### src/rtl/axi_pkg.sv
// Shared AXI4 definitions: slice modes, default channel payload widths and the
// pack/unpack helpers used by harnesses to flatten channel structs into payload vectors.
package axi_pkg;

    localparam int unsigned AXI_DW = 32;
    localparam int unsigned AXI_IW = 4;
    localparam int unsigned AXI_AW = 32;

    typedef enum logic [1:0] {
        SLICE_BYPASS,
        SLICE_FWD,
        SLICE_FULL
    } slice_mode_e;

    // LEN 8 + SIZE 3 + BURST 2 + LOCK 1 + CACHE 4 + PROT 3 + QOS 4 + REGION 4 = 29
    localparam int unsigned AXI_AW_PW = AXI_IW + AXI_AW + 29;
    localparam int unsigned AXI_W_PW  = AXI_DW + AXI_DW / 8 + 1;
    localparam int unsigned AXI_B_PW  = AXI_IW + 2;
    localparam int unsigned AXI_AR_PW = AXI_AW_PW;
    localparam int unsigned AXI_R_PW  = AXI_IW + AXI_DW + 3;

    typedef struct packed {
        logic [AXI_IW-1:0] id;
        logic [AXI_AW-1:0] addr;
        logic [7:0]        len;
        logic [2:0]        size;
        logic [1:0]        burst;
        logic              lock;
        logic [3:0]        cache;
        logic [2:0]        prot;
        logic [3:0]        qos;
        logic [3:0]        region;
    } axi_ax_t;

    typedef struct packed {
        logic [AXI_DW-1:0]   data;
        logic [AXI_DW/8-1:0] strb;
        logic                last;
    } axi_w_t;

    typedef struct packed {
        logic [AXI_IW-1:0] id;
        logic [1:0]        resp;
    } axi_b_t;

    typedef struct packed {
        logic [AXI_IW-1:0] id;
        logic [AXI_DW-1:0] data;
        logic [1:0]        resp;
        logic              last;
    } axi_r_t;

    // Payload bit order is the struct field order, first field in the MSBs.
    function automatic logic [AXI_AW_PW-1:0] axi_aw_pack(input axi_ax_t ax);
        return ax;
    endfunction

    function automatic axi_ax_t axi_aw_unpack(input logic [AXI_AW_PW-1:0] pld);
        return axi_ax_t'(pld);
    endfunction

    function automatic logic [AXI_AR_PW-1:0] axi_ar_pack(input axi_ax_t ax);
        return ax;
    endfunction

    function automatic axi_ax_t axi_ar_unpack(input logic [AXI_AR_PW-1:0] pld);
        return axi_ax_t'(pld);
    endfunction

    function automatic logic [AXI_W_PW-1:0] axi_w_pack(input axi_w_t w);
        return w;
    endfunction

    function automatic axi_w_t axi_w_unpack(input logic [AXI_W_PW-1:0] pld);
        return axi_w_t'(pld);
    endfunction

    function automatic logic [AXI_B_PW-1:0] axi_b_pack(input axi_b_t b);
        return b;
    endfunction

    function automatic axi_b_t axi_b_unpack(input logic [AXI_B_PW-1:0] pld);
        return axi_b_t'(pld);
    endfunction

    function automatic logic [AXI_R_PW-1:0] axi_r_pack(input axi_r_t r);
        return r;
    endfunction

    function automatic axi_r_t axi_r_unpack(input logic [AXI_R_PW-1:0] pld);
        return axi_r_t'(pld);
    endfunction

endpackage

### src/rtl/axi_skid_buf.sv
// Generic valid/ready pipe stage: bypass wires, single forward register, or
// two-entry fully-registered skid buffer, selected by MODE at elaboration.
module axi_skid_buf
    import axi_pkg::*;
#(
    parameter int unsigned PW   = 1,
    parameter slice_mode_e MODE = SLICE_FULL
) (
    input  logic          clk_i,
    input  logic          rst_ni,
    input  logic          in_valid_i,
    output logic          in_ready_o,
    input  logic [PW-1:0] in_pld_i,
    output logic          out_valid_o,
    input  logic          out_ready_i,
    output logic [PW-1:0] out_pld_o,
    output logic          busy_o
);

    if (MODE == SLICE_BYPASS) begin : g_bypass
        logic unused_clk_rst;
        assign unused_clk_rst = clk_i ^ rst_ni;

        assign out_valid_o = in_valid_i;
        assign in_ready_o  = out_ready_i;
        assign out_pld_o   = in_pld_i;
        assign busy_o      = 1'b0;
    end else if (MODE == SLICE_FWD) begin : g_fwd
        logic          valid_q, valid_d;
        logic [PW-1:0] pld_q, pld_d;
        logic          load;

        assign in_ready_o = rst_ni & (~valid_q | out_ready_i);
        assign load       = in_valid_i & in_ready_o;

        always_comb begin
            valid_d = valid_q;
            pld_d   = pld_q;
            if (load) begin
                valid_d = 1'b1;
                pld_d   = in_pld_i;
            end else if (out_ready_i) begin
                valid_d = 1'b0;
            end
        end

        always_ff @(posedge clk_i or negedge rst_ni) begin
            if (!rst_ni) begin
                valid_q <= 1'b0;
                pld_q   <= '0;
            end else begin
                valid_q <= valid_d;
                pld_q   <= pld_d;
            end
        end

        assign out_valid_o = valid_q;
        assign out_pld_o   = pld_q;
        assign busy_o      = valid_q;
    end else begin : g_full
        logic          main_valid_q, main_valid_d;
        logic          skid_valid_q, skid_valid_d;
        logic          ready_q, ready_d;
        logic [PW-1:0] main_q, main_d;
        logic [PW-1:0] skid_q, skid_d;
        logic          push, pop;

        assign push = in_valid_i & ready_q;
        assign pop  = main_valid_q & out_ready_i;

        // Skid is only ever occupied while main is, so main drains first.
        always_comb begin
            main_valid_d = main_valid_q;
            skid_valid_d = skid_valid_q;
            main_d       = main_q;
            skid_d       = skid_q;
            if (!main_valid_q || pop) begin
                if (skid_valid_q) begin
                    main_valid_d = 1'b1;
                    main_d       = skid_q;
                    skid_valid_d = push;
                    if (push) begin
                        skid_d = in_pld_i;
                    end
                end else begin
                    main_valid_d = push;
                    if (push) begin
                        main_d = in_pld_i;
                    end
                end
            end else if (push) begin
                skid_valid_d = 1'b1;
                skid_d       = in_pld_i;
            end
            ready_d = ~(main_valid_d & skid_valid_d);
        end

        always_ff @(posedge clk_i or negedge rst_ni) begin
            if (!rst_ni) begin
                main_valid_q <= 1'b0;
                skid_valid_q <= 1'b0;
                ready_q      <= 1'b0;
                main_q       <= '0;
                skid_q       <= '0;
            end else begin
                main_valid_q <= main_valid_d;
                skid_valid_q <= skid_valid_d;
                ready_q      <= ready_d;
                main_q       <= main_d;
                skid_q       <= skid_d;
            end
        end

        assign in_ready_o  = ready_q;
        assign out_valid_o = main_valid_q;
        assign out_pld_o   = main_q;
        assign busy_o      = main_valid_q;
    end

endmodule

### src/rtl/axi_reg_slice.sv
// AXI4 register slice: one independently configured pipe stage per channel,
// plus a registered busy flag covering all channels.
module axi_reg_slice
    import axi_pkg::*;
#(
    parameter int unsigned DW      = AXI_DW,
    parameter int unsigned IW      = AXI_IW,
    parameter int unsigned AW      = AXI_AW,
    parameter slice_mode_e AW_MODE = SLICE_FULL,
    parameter slice_mode_e W_MODE  = SLICE_FULL,
    parameter slice_mode_e B_MODE  = SLICE_FWD,
    parameter slice_mode_e AR_MODE = SLICE_FULL,
    parameter slice_mode_e R_MODE  = SLICE_FULL,
    localparam int unsigned AW_PW  = IW + AW + 29,
    localparam int unsigned W_PW   = DW + DW / 8 + 1,
    localparam int unsigned B_PW   = IW + 2,
    localparam int unsigned AR_PW  = AW_PW,
    localparam int unsigned R_PW   = IW + DW + 3
) (
    input  logic             ACLK,
    input  logic             ARESETn,
    input  logic             s_aw_valid,
    output logic             s_aw_ready,
    input  logic [AW_PW-1:0] s_aw_pld,
    input  logic             s_w_valid,
    output logic             s_w_ready,
    input  logic [W_PW-1:0]  s_w_pld,
    output logic             s_b_valid,
    input  logic             s_b_ready,
    output logic [B_PW-1:0]  s_b_pld,
    input  logic             s_ar_valid,
    output logic             s_ar_ready,
    input  logic [AR_PW-1:0] s_ar_pld,
    output logic             s_r_valid,
    input  logic             s_r_ready,
    output logic [R_PW-1:0]  s_r_pld,
    output logic             m_aw_valid,
    input  logic             m_aw_ready,
    output logic [AW_PW-1:0] m_aw_pld,
    output logic             m_w_valid,
    input  logic             m_w_ready,
    output logic [W_PW-1:0]  m_w_pld,
    input  logic             m_b_valid,
    output logic             m_b_ready,
    input  logic [B_PW-1:0]  m_b_pld,
    output logic             m_ar_valid,
    input  logic             m_ar_ready,
    output logic [AR_PW-1:0] m_ar_pld,
    input  logic             m_r_valid,
    output logic             m_r_ready,
    input  logic [R_PW-1:0]  m_r_pld,
    output logic             busy
);

    logic aw_busy, w_busy, b_busy, ar_busy, r_busy;
    logic busy_q;

    axi_skid_buf #(.PW(AW_PW), .MODE(AW_MODE)) u_aw (
        .clk_i      (ACLK),
        .rst_ni     (ARESETn),
        .in_valid_i (s_aw_valid),
        .in_ready_o (s_aw_ready),
        .in_pld_i   (s_aw_pld),
        .out_valid_o(m_aw_valid),
        .out_ready_i(m_aw_ready),
        .out_pld_o  (m_aw_pld),
        .busy_o     (aw_busy)
    );

    axi_skid_buf #(.PW(W_PW), .MODE(W_MODE)) u_w (
        .clk_i      (ACLK),
        .rst_ni     (ARESETn),
        .in_valid_i (s_w_valid),
        .in_ready_o (s_w_ready),
        .in_pld_i   (s_w_pld),
        .out_valid_o(m_w_valid),
        .out_ready_i(m_w_ready),
        .out_pld_o  (m_w_pld),
        .busy_o     (w_busy)
    );

    // Response channels flow from the m_ side back to the s_ side.
    axi_skid_buf #(.PW(B_PW), .MODE(B_MODE)) u_b (
        .clk_i      (ACLK),
        .rst_ni     (ARESETn),
        .in_valid_i (m_b_valid),
        .in_ready_o (m_b_ready),
        .in_pld_i   (m_b_pld),
        .out_valid_o(s_b_valid),
        .out_ready_i(s_b_ready),
        .out_pld_o  (s_b_pld),
        .busy_o     (b_busy)
    );

    axi_skid_buf #(.PW(AR_PW), .MODE(AR_MODE)) u_ar (
        .clk_i      (ACLK),
        .rst_ni     (ARESETn),
        .in_valid_i (s_ar_valid),
        .in_ready_o (s_ar_ready),
        .in_pld_i   (s_ar_pld),
        .out_valid_o(m_ar_valid),
        .out_ready_i(m_ar_ready),
        .out_pld_o  (m_ar_pld),
        .busy_o     (ar_busy)
    );

    axi_skid_buf #(.PW(R_PW), .MODE(R_MODE)) u_r (
        .clk_i      (ACLK),
        .rst_ni     (ARESETn),
        .in_valid_i (m_r_valid),
        .in_ready_o (m_r_ready),
        .in_pld_i   (m_r_pld),
        .out_valid_o(s_r_valid),
        .out_ready_i(s_r_ready),
        .out_pld_o  (s_r_pld),
        .busy_o     (r_busy)
    );

    always_ff @(posedge ACLK or negedge ARESETn) begin
        if (!ARESETn) begin
            busy_q <= 1'b0;
        end else begin
            busy_q <= aw_busy | w_busy | b_busy | ar_busy | r_busy;
        end
    end

    assign busy = busy_q;

endmodule

### config.mk
export PLATFORM = sky130hd
export DESIGN_NAME = axi_reg_slice
export DESIGN_NICKNAME = d
export VERILOG_FILES = /design/src/rtl/axi_pkg.sv /design/src/rtl/axi_skid_buf.sv /design/src/rtl/axi_reg_slice.sv
export SDC_FILE = /design/constraint.sdc
export NUM_CORES = 1
export LEC_CHECK = 0
export CORE_MARGIN = 3
export CORE_UTILIZATION = 45
export CTS_BUF_LIST = sky130_fd_sc_hd__clkbuf_16
export DETAILED_ROUTE_END_ITERATION = 12
export GPL_TIMING_DRIVEN = 0
export PLACE_DENSITY_LB_ADDON = 0.05
export SLEW_MARGIN = 20
export SYNTH_ARGS = -nofsm -noshare
export SYNTH_HDL_FRONTEND = slang
export SYNTH_SLANG_ARGS = --single-unit
### constraint.sdc
create_clock -name ACLK -period 1.4 [get_ports ACLK]
set_input_delay 0.28 -clock ACLK [delete_from_list [all_inputs] [get_ports ACLK]]
set_output_delay 0.28 -clock ACLK [all_outputs]
set_load 0.005 [all_outputs]
* After elaboration in Yosys (flattened, before gate mapping) *
Cells that the tools add are included.

cells by class
  multiplexer cells = 42
  bitwise logic cells = 24
  equality and inequality tests = 4
  reductions and logical operators = 17

operator list
  operator                                                         count
  65-bit 2-to-1 mux                                                10
  39-bit 2-to-1 mux                                                5
  37-bit 2-to-1 mux                                                5
  1-bit 2-to-1 mux                                                 22
  1-bit bitwise AND                                                14
  2-bit nonzero test                                               5
  2-bit by 1-bit != test with 1-bit output, second input constant  4
  2-bit AND reduction                                              4
  1-bit NOT                                                        5
  1-bit bitwise OR                                                 5
  1-bit zero test                                                  4
  1-bit logical OR                                                 4

storage, ports and cells
  word-level logic and storage cells = 110
  flip-flop bits (word level) = 432
  output and inout port bits = 223

* Logic depth before layout (Yosys ltp) *
Gate-level depths: netlist of run 1.

  depth in word-level cells = 5
  depth in mapped cells = 6
  mapped depth without buffers = 3

* Modules after synthesis *
A second synthesis of run 1 with hierarchy kept.

unflattened totals
  cell total of the unflattened synthesis = 1168
  area, all modules = 18813.0 sq um

modules (own cells, without submodules)
  module                    seq. area each (sq um)  area an instance (sq um)  instances  cells each
  axi_skid_buf at u_ar ...  3328.2                  5740.5                    2          358
  axi_skid_buf at u_r       2026.9                  3589.7                    1          220
  axi_skid_buf at u_w       1926.8                  3370.7                    1          208
  axi_skid_buf at u_b       175.2                   334.1                     1          20
  axi_reg_slice             25.0                    37.5                      1          4

* Least setup slack after synthesis of run 1 *
Ideal clock, no wire load.

  path type = register to register
  start point = register u_r.g_full.main_valid_q (netlist: u_r.busy_o)
  end point = register u_r.g_full.main_q[28] (netlist: u_r.out_pld_o[28])
  buffers on the path = 2
  data arrival time = 1.372 ns
  period minus slack after synthesis = 1.496 ns
  cell stages (with the launch flop) = 6
  setup time = 0.125 ns
  slack = -0.096 ns
  cells stage by stage = dfrtp_1 and2b_1 nor2_1 buf_4 buf_6 mux2_2

on the way
  longest elaborated chain between the ends = 3

RTL lines
  item                                                         line                                    text
  from (decl)                                                  axi_skid_buf.sv:61                      logic main_valid_q, main_valid_d;
  from (signal assigned)                                       axi_skid_buf.sv:106                     main_valid_q <= main_valid_d;
  1-bit bitwise AND / 1-bit zero test (equally long branches)  axi_skid_buf.sv:69, axi_skid_buf.sv:77
  1-bit logical OR (*)                                         axi_skid_buf.sv:77                      if (!main_valid_q || pop) begin
  2-bit AND reduction (no line) (*)                            n/a
  to (signal assigned)                                         axi_skid_buf.sv:109                     main_q <= main_d;
  to (decl)                                                    axi_skid_buf.sv:64                      logic [PW-1:0] main_q, main_d;

Every way passes the cells marked *; elsewhere a longest branch is shown, timed or not.
A chain may end at the register's enable or synchronous reset.

* Final worst setup path of run 1 *
  start point = register u_aw.g_full.main_valid_q (netlist: u_aw.busy_o)
  end point = register u_aw.g_full.skid_q[40]

on the way
  longest elaborated chain between the ends = 3

RTL lines
  item                                                                                            line                                    text
  from (decl)                                                                                     axi_skid_buf.sv:61
  from (signal assigned)                                                                          axi_skid_buf.sv:106
  1-bit bitwise AND / 1-bit zero test (equally long branches)                                     axi_skid_buf.sv:69, axi_skid_buf.sv:77
  1-bit logical OR (*)                                                                            axi_skid_buf.sv:77
  2-bit by 1-bit != test with 1-bit output (no line) / 65-bit 2-to-1 mux (equally long branches)  n/a
  to (signal assigned)                                                                            axi_skid_buf.sv:110                     skid_q <= skid_d;
  to (decl)                                                                                       axi_skid_buf.sv:65                      logic [PW-1:0] skid_q, skid_d;

Marks and branches as above.

==> results of run 1 <==
-- worst register-to-register path: stages (launching register included) --
cell and delay, ns:
dfrtp_2 0.42, nor2b_4 0.15, o211ai_4 0.26, buf_12 0.19, buf_12 0.12, buf_12 0.12, mux2_4 0.30
-- sequential cells by signal, summed over array words and instances, names as in the netlist, 6 cells and up --
| register | count |
|---|---|
| u_ar.g_full.skid_q | 65 |
| u_ar.out_pld_o | 65 |
| u_aw.g_full.skid_q | 65 |
| u_aw.out_pld_o | 65 |
| u_r.g_full.skid_q | 39 |
| u_r.out_pld_o | 39 |
| u_w.g_full.skid_q | 37 |
| u_w.out_pld_o | 37 |
| u_b.out_pld_o | 6 |
-- synth_stat cells (all sizes together) --
master and count:
clkbuf 28, o21ai 260, or2 2, and2 5, and2b 2, nor3 1
buf 68, dfrtp 432, o211ai 4, nand2b 1, mux2 364, a211o 4
nor2 3, nand2 10, nand3 1, a21oi 4, nor2b 2, mux2i 130
-- layout make-up --
type | instances | area, µm²
clock buffers | 49 | 1230
well taps | 525 | 657
clock inverters | 36 | 305
multi-input cells | 793 | 8300
diodes | 9 | 22.5
flip-flops and latches | 432 | 10800
fillers | 2869 | 12300
repair buffers | 594 | 5670
plain buffers | 86 | 1020
-- stage by stage --
step	hold slack, ns	std cells	total power [µW]
floorplan	-0.0156	1321	36300
global placement	0.468	2292	47400
detailed placement	0.160	2297	48100
CTS	0.0218	2480	61900
global route	0.0377	2521	72100
finish	0.00971	2524	68300
-- logic make-up after synthesis --
family,count (synthesis),synth area share (%)
muxes,494,30.4
DFF,432,58.2
AOI/OAI and AO/OA,272,7.58
buffers and inverters,96,2.93
and+or+nand+nor,27,0.870
-- final timing paths --
path,slack [ns],from,cells past startpoint,endpoint
worst min register to register,0.49,u_ar.out_pld_o[35],2,u_ar.out_pld_o[35]
worst max-delay path,-0.27,u_aw.busy_o,6,u_aw.g_full.skid_q[40]
max in group asynchronous,0.22,ARESETn,4,u_aw.g_full.skid_q[45]
worst min-delay path,0.01,ARESETn,4,u_r.g_full.skid_q[12]
worst max register to register,-0.27,u_aw.busy_o,6,u_aw.g_full.skid_q[40]
min in group ACLK,0.32,m_b_pld[1],2,u_b.out_pld_o[1]
-- per-layer routing --
metal / global-route usage (%) / up-vias
met5: 0 / -
met4: 6.79 / 24
met3: 8.32 / 105
met2: 39.2 / 340
met1: 30.6 / 6820
li1: - / 6056
-- cell usage in the layout, fill, tap and decap left out, drive strengths merged, types with 2 or more instances in the layout --
cell           synthesis  routed
dfrtp                432     432
buf                   68     409
mux2                 364     364
o21ai                260     260
clkdlybuf4s50          0     222
mux2i                130     130
clkbuf                28      88
clkinv                 0      18
inv                    0      11
nand2                 10      10
diode                  0       9
bufinv                 0       6
dlygate4sd3            0       5
and2                   5       5
a211o                  4       4
o211ai                 4       4
bufbuf                 0       4
a21oi                  4       4
nor2                   3       3
nor2b                  2       2
or2                    2       2
and2b                  2       2
-- what timing repair did --
action | CTS | global route
buffers inserted | 80 | 24
resized for setup | 1099 | 537
hold buffers | 10 | 0
setup endpoints to repair | 648 | 570
hold endpoints to repair | 117 | 0
gates cloned | 11 | 23
pin swaps | 4 | 67
-- power groups by stage --
stage | logic (µW) | clock network (µW) | registers (µW)
after floorplan | 14600 | 0 | 21700
after global placement | 25300 | 0 | 22100
after detailed placement | 25900 | 0 | 22200
after CTS | 27200 | 12700 | 22000
after global routing | 35700 | 13200 | 23200
final | 33400 | 12500 | 22400
==> reports/qor.yml, run 1 <==
timing:
  max_freq_ghz: 0.597
  rsz0062_at_grt: "true"
  fin_crit_sh_pct: 120
  relSlewSlack_pct: 48.4
  finalCriticalPeriod_ns: 1.67
  drv_slew: 0
  setup_ws_ns: -0.274
  fin_tns_setup_ns: -58.09
  hold_viol: 0
  skew_ns: 0.0122
  setup_violations: 418
  worst_pin_slew_ns: 0.772
pwr:
  powerDensity_nw_per_um2: 2440
  p_sw_uw: 22100
  power_frac_comb_pct: 48.9
  power.internal_uw: 46200
  p_leak_uw: 0.0130
  seqPwrFrac_pct: 32.8
  ir_drop_v: 0.00135
  switching_share_pct: 32.4
  power.share.clock_pct: 18.3
grt:
  grt_max_degree: 96
  antenna_found_initial: 20
  grt_pass1_vias: 14014
  overflow: 0
  grt_pass1_wl_um: 83000
  grt_usage_pct: 24.0
cells_and_area:
  drive_above_1_share_pct: 51.1
  fin_util_pct: 69.6
  nNetsFinal: 2178
  fin_area_um2: 28000
  syn2layout_area_growth_pct: 50.9
setup_path:
  arrival_ns: 2.12
  path_common_cell: "buf_12"
  cp_cell_sequence: "nor2b_4 -> o211ai_4 -> buf_12 -> buf_12 -> buf_12 -> mux2_4"
  cp-start-kind: "register"
  crit_family: "buffers and inverters"
  slowest_stage: "dfrtp_2"
  critPathMaxFanout: 6
  worstSetupEndpointType: "register"
  critical_path_buf_inv_count: 3
  required_ns: 1.85
  crit_type: "reg2reg"
  max_stage_delay_ns: 0.42
clock_network:
  cts_root_buf: "clkbuf_16"
  clock_latency_ns: 0.57
  cts.reportedPaths.clkPinSlew_ns: 0.06
  cts_max_path_buffers: 3
  cts_tree: "built"
  numCtsBuffers: 47
  htree_num_levels: 2
  cts.sinks: 432
synth:
  yosys_warnings: 0
  synth.distinct_cells: 25
  yosysSeqAreaShare_pct: 58.2
  post-synth-top-area-fraction_pct: 58.2
  netlist_instances: 1321
  synth_fp_nets: 1545
  synthTopCellsByArea: "dfrtp_1 (58%), mux2_2 (18%), mux2i_1 (7.0%), o21ai_0 (6.8%), mux2_4 (5.2%)"
  syn_avg_cell_area_um2: 14.1
  synth-seq-cells: 432
  syn_area_um2: 18600
  synth_top_area_cell: "dfrtp_1"
routing:
  wl_met2_um: 27400
  drt_pass1_iterations: 4
  wl_met1_um: 22900
  wl_per_cell_um: 22.3
  vias: 13345
  top_layer: "met5"
  routed_wl_um: 56200
  post-route-drc-count: 0
  antenna_left: 0
  drt-initial-drc-count: 665
  viasPerCell: 5.29
  wl_met3_um: 4170
run:
  max_cap_violations: 0
floorplanning:
  fp.dieH_um: 209
  pin_count: 447
  design.core.area_um2: 40300
  dieArea_um2: 43700
  placement_rows: 73
  die_w_um: 209
  start_util_pct: 46.1
placed_design:
  hpwl_um: 35800
  gp_routability_congestion: 0.830
  pre_cts_ws_ns: -1.32
  portBuffers: 446
  dpl-instance-area_um2: 23900
run_status:
  status: "complete, but fails checks"
  violations: "negative setup slack"
worst_hold_path:
  min_path_type: "in2async"
(Power assumes the default switching activity.)
==> inputs of run 2 (changes only) <==
--- a/config.mk
+++ b/config.mk
@@ -5,10 +5,13 @@
 export SDC_FILE = /design/constraint.sdc
 export NUM_CORES = 1
 export LEC_CHECK = 0
+export CAP_MARGIN = 20
 export CORE_MARGIN = 3
-export CORE_UTILIZATION = 45
+export CORE_UTILIZATION = 55
 export CTS_BUF_LIST = sky130_fd_sc_hd__clkbuf_16
 export DETAILED_ROUTE_END_ITERATION = 12
+export DONT_BUFFER_PORTS = 1
+export GPL_ROUTABILITY_DRIVEN = 1
 export GPL_TIMING_DRIVEN = 0
 export PLACE_DENSITY_LB_ADDON = 0.05
 export SLEW_MARGIN = 20
==> run 2 against run 1 <==
The flow finishes with violations (negative hold slack, max-slew violations, negative setup slack). Critical path depth unchanged. Utilization grew 7.7 points. Flip-flop and latch count did not move. Critical path type unchanged. Largest cell class unchanged. Largest power group unchanged.
==> reports/qor.yml, run 2 (synthesized netlist as in run 1, its figures left out) <==
floorplanning:
  dieArea_um2: 36000  # -18%
  die_w_um: 190  # -9.3%
  pin_count: 447  # unchanged
  design.core.area_um2: 32900  # -18%
  fp.dieH_um: 190  # -9.3%
  start_util_pct: 56.5  # +10 points
  placement_rows: 66  # -9.6%
placed_design:
  pre_cts_ws_ns: -0.468  # +0.855 ns
  gp_routability_congestion: 0.790  # -4.8%
  portBuffers: 0  # -100%
  hpwl_um: 31400  # -12%
routing:
  drt-initial-drc-count: 656  # -1.4%
  post-route-drc-count: 0  # unchanged
  viasPerCell: 5.84  # +11%
  vias: 12478  # -6.5%
  antenna_left: 0  # unchanged
  routed_wl_um: 53300  # -5.2%
  wl_per_cell_um: 25.0  # +12%
  drt_pass1_iterations: 4  # unchanged
clock_network:
  cts_max_path_buffers: 3  # unchanged
  numCtsBuffers: 45  # -4.3%
  cts_root_buf: "clkbuf_16"
  clock_latency_ns: 0.53  # -0.04 ns
  htree_num_levels: 2  # unchanged
  cts_hold_buffers: 217  # +207
  cts.sinks: 432  # unchanged
  cts.reportedPaths.clkPinSlew_ns: 0.06  # about the same
  cts_tree: "built"
grt:
  grt_pass1_vias: 12859  # -8.2%
  antenna_found_initial: 4  # -80%
  grt_pass1_wl_um: 76300  # -8.1%
  grt_usage_pct: 26.7  # +2.7 points
  grt_max_degree: 435  # +350%
  overflow: 0  # unchanged
run_status:
  status: "complete, but fails checks"
  violations: "negative hold slack, max-slew violations, negative setup slack"
setup_path:
  arrival_ns: 2.14  # +0.02 ns
  critPathMaxFanout: 5  # -1
  required_ns: 1.82  # -0.03 ns
  crit_type: "reg2reg"
  worstSetupEndpointType: "register"
  cp-start-kind: "register"
timing:
  rsz0062_at_grt: "true"
  relSlewSlack_pct: -15.4  # -64 points
  worst_pin_slew_ns: 1.73  # +0.959 ns
  skew_ns: 0.0104  # -0.00184 ns
  fin_crit_sh_pct: 123  # +3.2 points
  holdWs_ns: -0.555  # -0.565 ns
  fin_tns_setup_ns: -85.83  # -27.74 ns
  max_freq_ghz: 0.582  # -2.6%
  drv_slew: 161  # +161
  hold_viol: 432  # +432
  setup_violations: 428  # +2.4%
  setup_ws_ns: -0.320  # -0.0454 ns
  finalCriticalPeriod_ns: 1.72  # +0.0454 ns
cells_and_area:
  nNetsFinal: 1880  # -14%
  syn2layout_area_growth_pct: 36.8
  layout_commonest_cell: "dfrtp_1"
  drive_above_1_share_pct: 44.3  # -6.8 points
  layout_common_cells: "dfrtp_1 (427), dlygate4sd3_1 (217), mux2_2 (187), mux2_4 (173), o21ai_2 (137)"
  fin_util_pct: 77.3  # +7.7 points
  regArea_um2: 10800  # unchanged
  nFillCells: 1971  # -31%
  multi_input_area_um2: 8230  # -0.90%
pwr:
  ir_drop_v: 0.00145  # +7.9%
  power.share.clock_pct: 18.0  # -0.3 points
  switching_share_pct: 33.9  # +1.6 points
  seqPwrFrac_pct: 39.1  # +6.3 points
  powerDensity_nw_per_um2: 2440  # +0.20%
  p_sw_uw: 21100  # -4.7%
  power.internal_uw: 41000  # -11%
  p_leak_uw: 0.0114  # -12%
  p_total_uw: 62000  # -9.2%
  power_frac_comb_pct: 43.0  # -5.9 points
run:
  max_cap_violations: 0  # unchanged
worst_hold_path:
  min_path_type: "in2async"
[run 2: timing repair]
item | CTS | global route
cloned | 9 | 21
gates resized for setup | 236 | 474
buffers inserted | 21 | 25
endpoints found under the hold margin | 783 | 432
pin swaps | 20 | 87
endpoints found under the setup margin | 426 | 426
[run 2: metrics by stage]
stage / instance area [µm²] / instances
after floorplan: 18600 / 1321
after global placement: 19200 / 1763
after detailed placement: 19200 / 1763
after CTS: 23600 / 2091
after global routing: 25400 / 2135
final: 25400 / 2135
[run 2: cell type report]
| cell class | instances | share of cell area, % |
|---|---|---|
| antenna | 3 | 0.0296 |
| buffer | 95 | 4.30 |
| clock buffer | 47 | 4.63 |
| clock inverter | 34 | 0.680 |
| multi-input combinational | 793 | 32.4 |
| sequential | 432 | 42.6 |
| tap | 442 | 2.18 |
| timing repair buffer | 289 | 13.2 |
[run 2: power groups by stage]
stage               Sequential (µW)  Combinational, µW  Clock [µW]
floorplan                     21700              14600           0
global placement              23700              16900           0
detailed placement            23900              17400           0
CTS                           23800              20600       11300
global route                  24900              28400       11900
finish                        24200              26600       11100
[run 2: final timing paths]
check / start / endpoint / slack, ns / cells past startpoint
worst max-delay path: u_ar.busy_o / u_ar.g_full.skid_q[42] / -0.32 / 6
worst min-delay path: ARESETn / u_w.g_full.skid_q[24] / -0.55 / 0
worst max register to register: u_ar.busy_o / u_ar.g_full.skid_q[42] / -0.32 / 6
worst min register to register: u_w.g_full.skid_q[36] / u_w.g_full.skid_q[36] / 0.50 / 1
max in group asynchronous: ARESETn / u_w.g_full.skid_valid_q / 0.44 / 0
min in group ACLK: m_r_pld[6] / u_r.out_pld_o[6] / 0.02 / 2
[run 2: worst max-delay path: stages, from the launching register on]
cell and delay [ns]:
dfrtp_1 0.45, nor2b_4 0.17, o211ai_4 0.22, buf_6 0.15, buf_12 0.14, clkbuf_16 0.16, mux2_4 0.30
[run 2: layer usage]
metal  part of all wire [%]  routed length, µm  vias to the layer above  track usage (%)
met1                     39              20800                     6466             33.9
met5                  0.017                  9                        -                0
li1                       -                  -                     5440                -
met2                     49              25900                      465             43.5
met4                    3.4               1820                        2             8.44
met3                    9.0               4820                      105             9.29
==> inputs of run 3 (changes only) <==
--- a/config.mk
+++ b/config.mk
@@ -5,9 +5,9 @@
 export SDC_FILE = /design/constraint.sdc
 export NUM_CORES = 1
 export LEC_CHECK = 0
-export CAP_MARGIN = 20
+export CAP_MARGIN = 5
 export CORE_MARGIN = 3
-export CORE_UTILIZATION = 55
+export CORE_UTILIZATION = 57
 export CTS_BUF_LIST = sky130_fd_sc_hd__clkbuf_16
 export DETAILED_ROUTE_END_ITERATION = 12
 export DONT_BUFFER_PORTS = 1
==> run 3 against run 2 <==
The run ends with negative hold slack, negative setup slack left. Clock-buffer cell count unchanged. Non-clock buffer count increased by 17. Combinational power increased by 11%. Clock skew increased by 0.0028 ns. Final area increased by 3.2%. Largest power group unchanged. Highest routed layer unchanged.
==> reports/qor.yml, run 3 (synthesized netlist as in run 1, its figures left out) <==
run_status:
  status: "complete, but fails checks"
  violations: "negative hold slack, negative setup slack"
timing:
  drv_slew: 0  # -100%
  relSlewSlack_pct: 10.7  # +26 points
  hold_viol: 432  # unchanged
  finalCriticalPeriod_ns: 1.70  # -0.0241 ns
  rsz0062_at_grt: "true"
  setup_violations: 408  # -4.7%
  setup_ws_ns: -0.295  # +0.0241 ns
  worst_pin_slew_ns: 1.34  # -0.391 ns
  skew_ns: 0.0132  # +0.00277 ns
  max_freq_ghz: 0.590  # +1.4%
  fin_crit_sh_pct: 121  # -1.7 points
  holdWs_ns: -0.554  # +0.000930 ns
pwr:
  ir_drop_v: 0.00148  # +1.6%
  p_leak_uw: 0.0119  # +4.7%
  seqPwrFrac_pct: 37.6  # -1.5 points
  p_sw_uw: 22200  # +5.3%
  power.internal_uw: 42700  # +4.4%
  powerDensity_nw_per_um2: 2480  # +1.5%
  power_frac_comb_pct: 45.2  # +2.2 points
  switching_share_pct: 34.2  # +0.21 points
  power.share.clock_pct: 17.2  # -0.8 points
routing:
  post-route-drc-count: 0  # unchanged
  routed_wl_um: 55200  # +3.5%
  drt-initial-drc-count: 833  # +27%
  vias: 12738  # +2.1%
  viasPerCell: 5.91  # +1.2%
  wl_per_cell_um: 25.6  # +2.6%
  drt_pass1_iterations: 5  # +1
  antenna_left: 0  # unchanged
grt:
  grt_max_degree: 435  # unchanged
  grt_usage_pct: 28.8  # +2.1 points
  overflow: 0  # unchanged
  grt_pass1_vias: 13474  # +4.8%
  antenna_found_initial: 10  # +6
  grt_pass1_wl_um: 80200  # +5.2%
setup_path:
  arrival_ns: 2.12  # -0.02 ns
  cp-start-kind: "register"
  critPathMaxFanout: 7  # +2
  required_ns: 1.82  # about the same
  cp_cell_sequence: "nor2b_4 -> o211ai_4 -> buf_12 -> buf_12 -> buf_16 -> mux2_4"
  worstSetupEndpointType: "register"
  path_common_cell: "buf_12"
  crit_type: "reg2reg"
  slowest_stage: "dfrtp_2"
  r2r-start: "u_ar.busy_o"
  startpoint: "u_ar.busy_o"
  max_stage_delay_ns: 0.45  # about the same
cells_and_area:
  layout_common_cells: "dfrtp_1 (424), mux2_4 (252), dlygate4sd3_1 (218), o21ai_2 (154), mux2i_1 (127)"
  multi_input_area_um2: 8670  # +5.3%
  syn2layout_area_growth_pct: 41.1
  finalNonFillerCells: 2154  # +0.89%
  drive_above_1_share_pct: 46.5  # +2.2 points
  regArea_um2: 10800  # about the same
  nFillCells: 1531  # -22%
  nNetsFinal: 1897  # +0.90%
  layout_commonest_cell: "dfrtp_1"
floorplanning:
  die_w_um: 186  # -1.7%
  placement_rows: 65  # -1.5%
  fp.dieH_um: 186  # -1.7%
  dieArea_um2: 34800  # -3.4%
  pin_count: 447  # unchanged
  start_util_pct: 58.4  # +1.9 points
  design.core.area_um2: 31800  # -3.2%
clock_network:
  numCtsBuffers: 45  # unchanged
  cts_tree: "built"
  clock_latency_ns: 0.54  # about the same
  htree_num_levels: 2  # unchanged
  cts_root_buf: "clkbuf_16"
  cts.reportedPaths.clkPinSlew_ns: 0.06  # about the same
  cts_max_path_buffers: 3  # unchanged
  cts.sinks: 432  # unchanged
placed_design:
  pre_cts_ws_ns: -0.504  # -0.0352 ns
  hpwl_um: 30700  # -2.3%
  portBuffers: 0  # unchanged
  numPlacedInstances: 1756  # -0.40%
  gp_routability_congestion: 0.822  # +4.1%
worst_hold_path:
  min_path_type: "in2async"
run:
  max_cap_violations: 0  # unchanged
## run 3: changes by cell type in the layout (fill, tap and decap cells not counted), sizes merged
cell         previous run  this run
buf                   128       150
clkbuf                 86        80
clkinv                 20        23
diode                   3        10
dlygate4sd3           217       218
inv                    13        12
## run 3: timing repair
| item | CTS | global route |
|---|---|---|
| endpoints found under the setup margin | 430 | 427 |
| buffers inserted | 53 | 16 |
| gates cloned | 19 | 18 |
| hold buffers | 217 | 1 |
| endpoints found under the hold margin | 798 | 433 |
| resized for setup | 536 | 346 |
| pin swaps | 51 | 71 |
## run 3: critical path, delay by kind of cell (launching register included)
family	cells	cell delay (ns)
buffers and inverters	3	0.42
flip-flops	1	0.45
AO/OA/AOI/OAI	1	0.24
multiplexers	1	0.31
AND/OR/NAND/NOR	1	0.16
## run 3: layout make-up
class,instances,area share [%]
flip-flops and latches,432,41.3
multi-input cells,793,33.1
repair buffers,310,14.1
clock buffers,47,4.49
plain buffers,91,4.18
well taps,435,2.08
clock inverters,36,0.664
diodes,10,0.0955
## run 3: power by group through the flow
stage | Clock [µW] | Sequential [µW] | Combinational, µW
floorplan | 0 | 21700 | 14600
global placement | 0 | 23700 | 16800
global route | 11800 | 24900 | 31000
detailed placement | 0 | 23800 | 17300
CTS | 11300 | 23900 | 24700
finish | 11200 | 24400 | 29400
## run 3: layer usage
metal	track usage [%]	vias up	share of wire [%]
met4	9.60	2	3.8
met5	0	-	0.016
li1	-	5508	-
met1	36.1	6583	39
met2	47.5	516	49
met3	9.81	129	8.4
## run 3: worst paths after layout
kind	to	slack (ns)	cells after the start
setup / recovery	u_ar.g_full.skid_q[41]	-0.30	6
hold / removal	u_r.g_full.skid_q[13]	-0.55	0
setup reg to reg	u_ar.g_full.skid_q[41]	-0.30	6
hold reg to reg	u_w.g_full.skid_q[0]	0.50	1
max in group asynchronous	u_aw.g_full.skid_q[8]	0.88	0
min in group ACLK	u_r.out_pld_o[30]	0.02	2
## run 3: stage by stage
stage	cell area [µm²]	util (%)	TNS, ns	total power (µW)
after floorplan	18600	-	-8.51	36300
after global placement	19200	60.3	-108.21	40500
after detailed placement	19200	60.3	-112.80	41200
after CTS	24900	78.2	-68.44	59800
after global routing	26200	82.4	-92.46	67800
final	26200	82.4	-79.91	64900
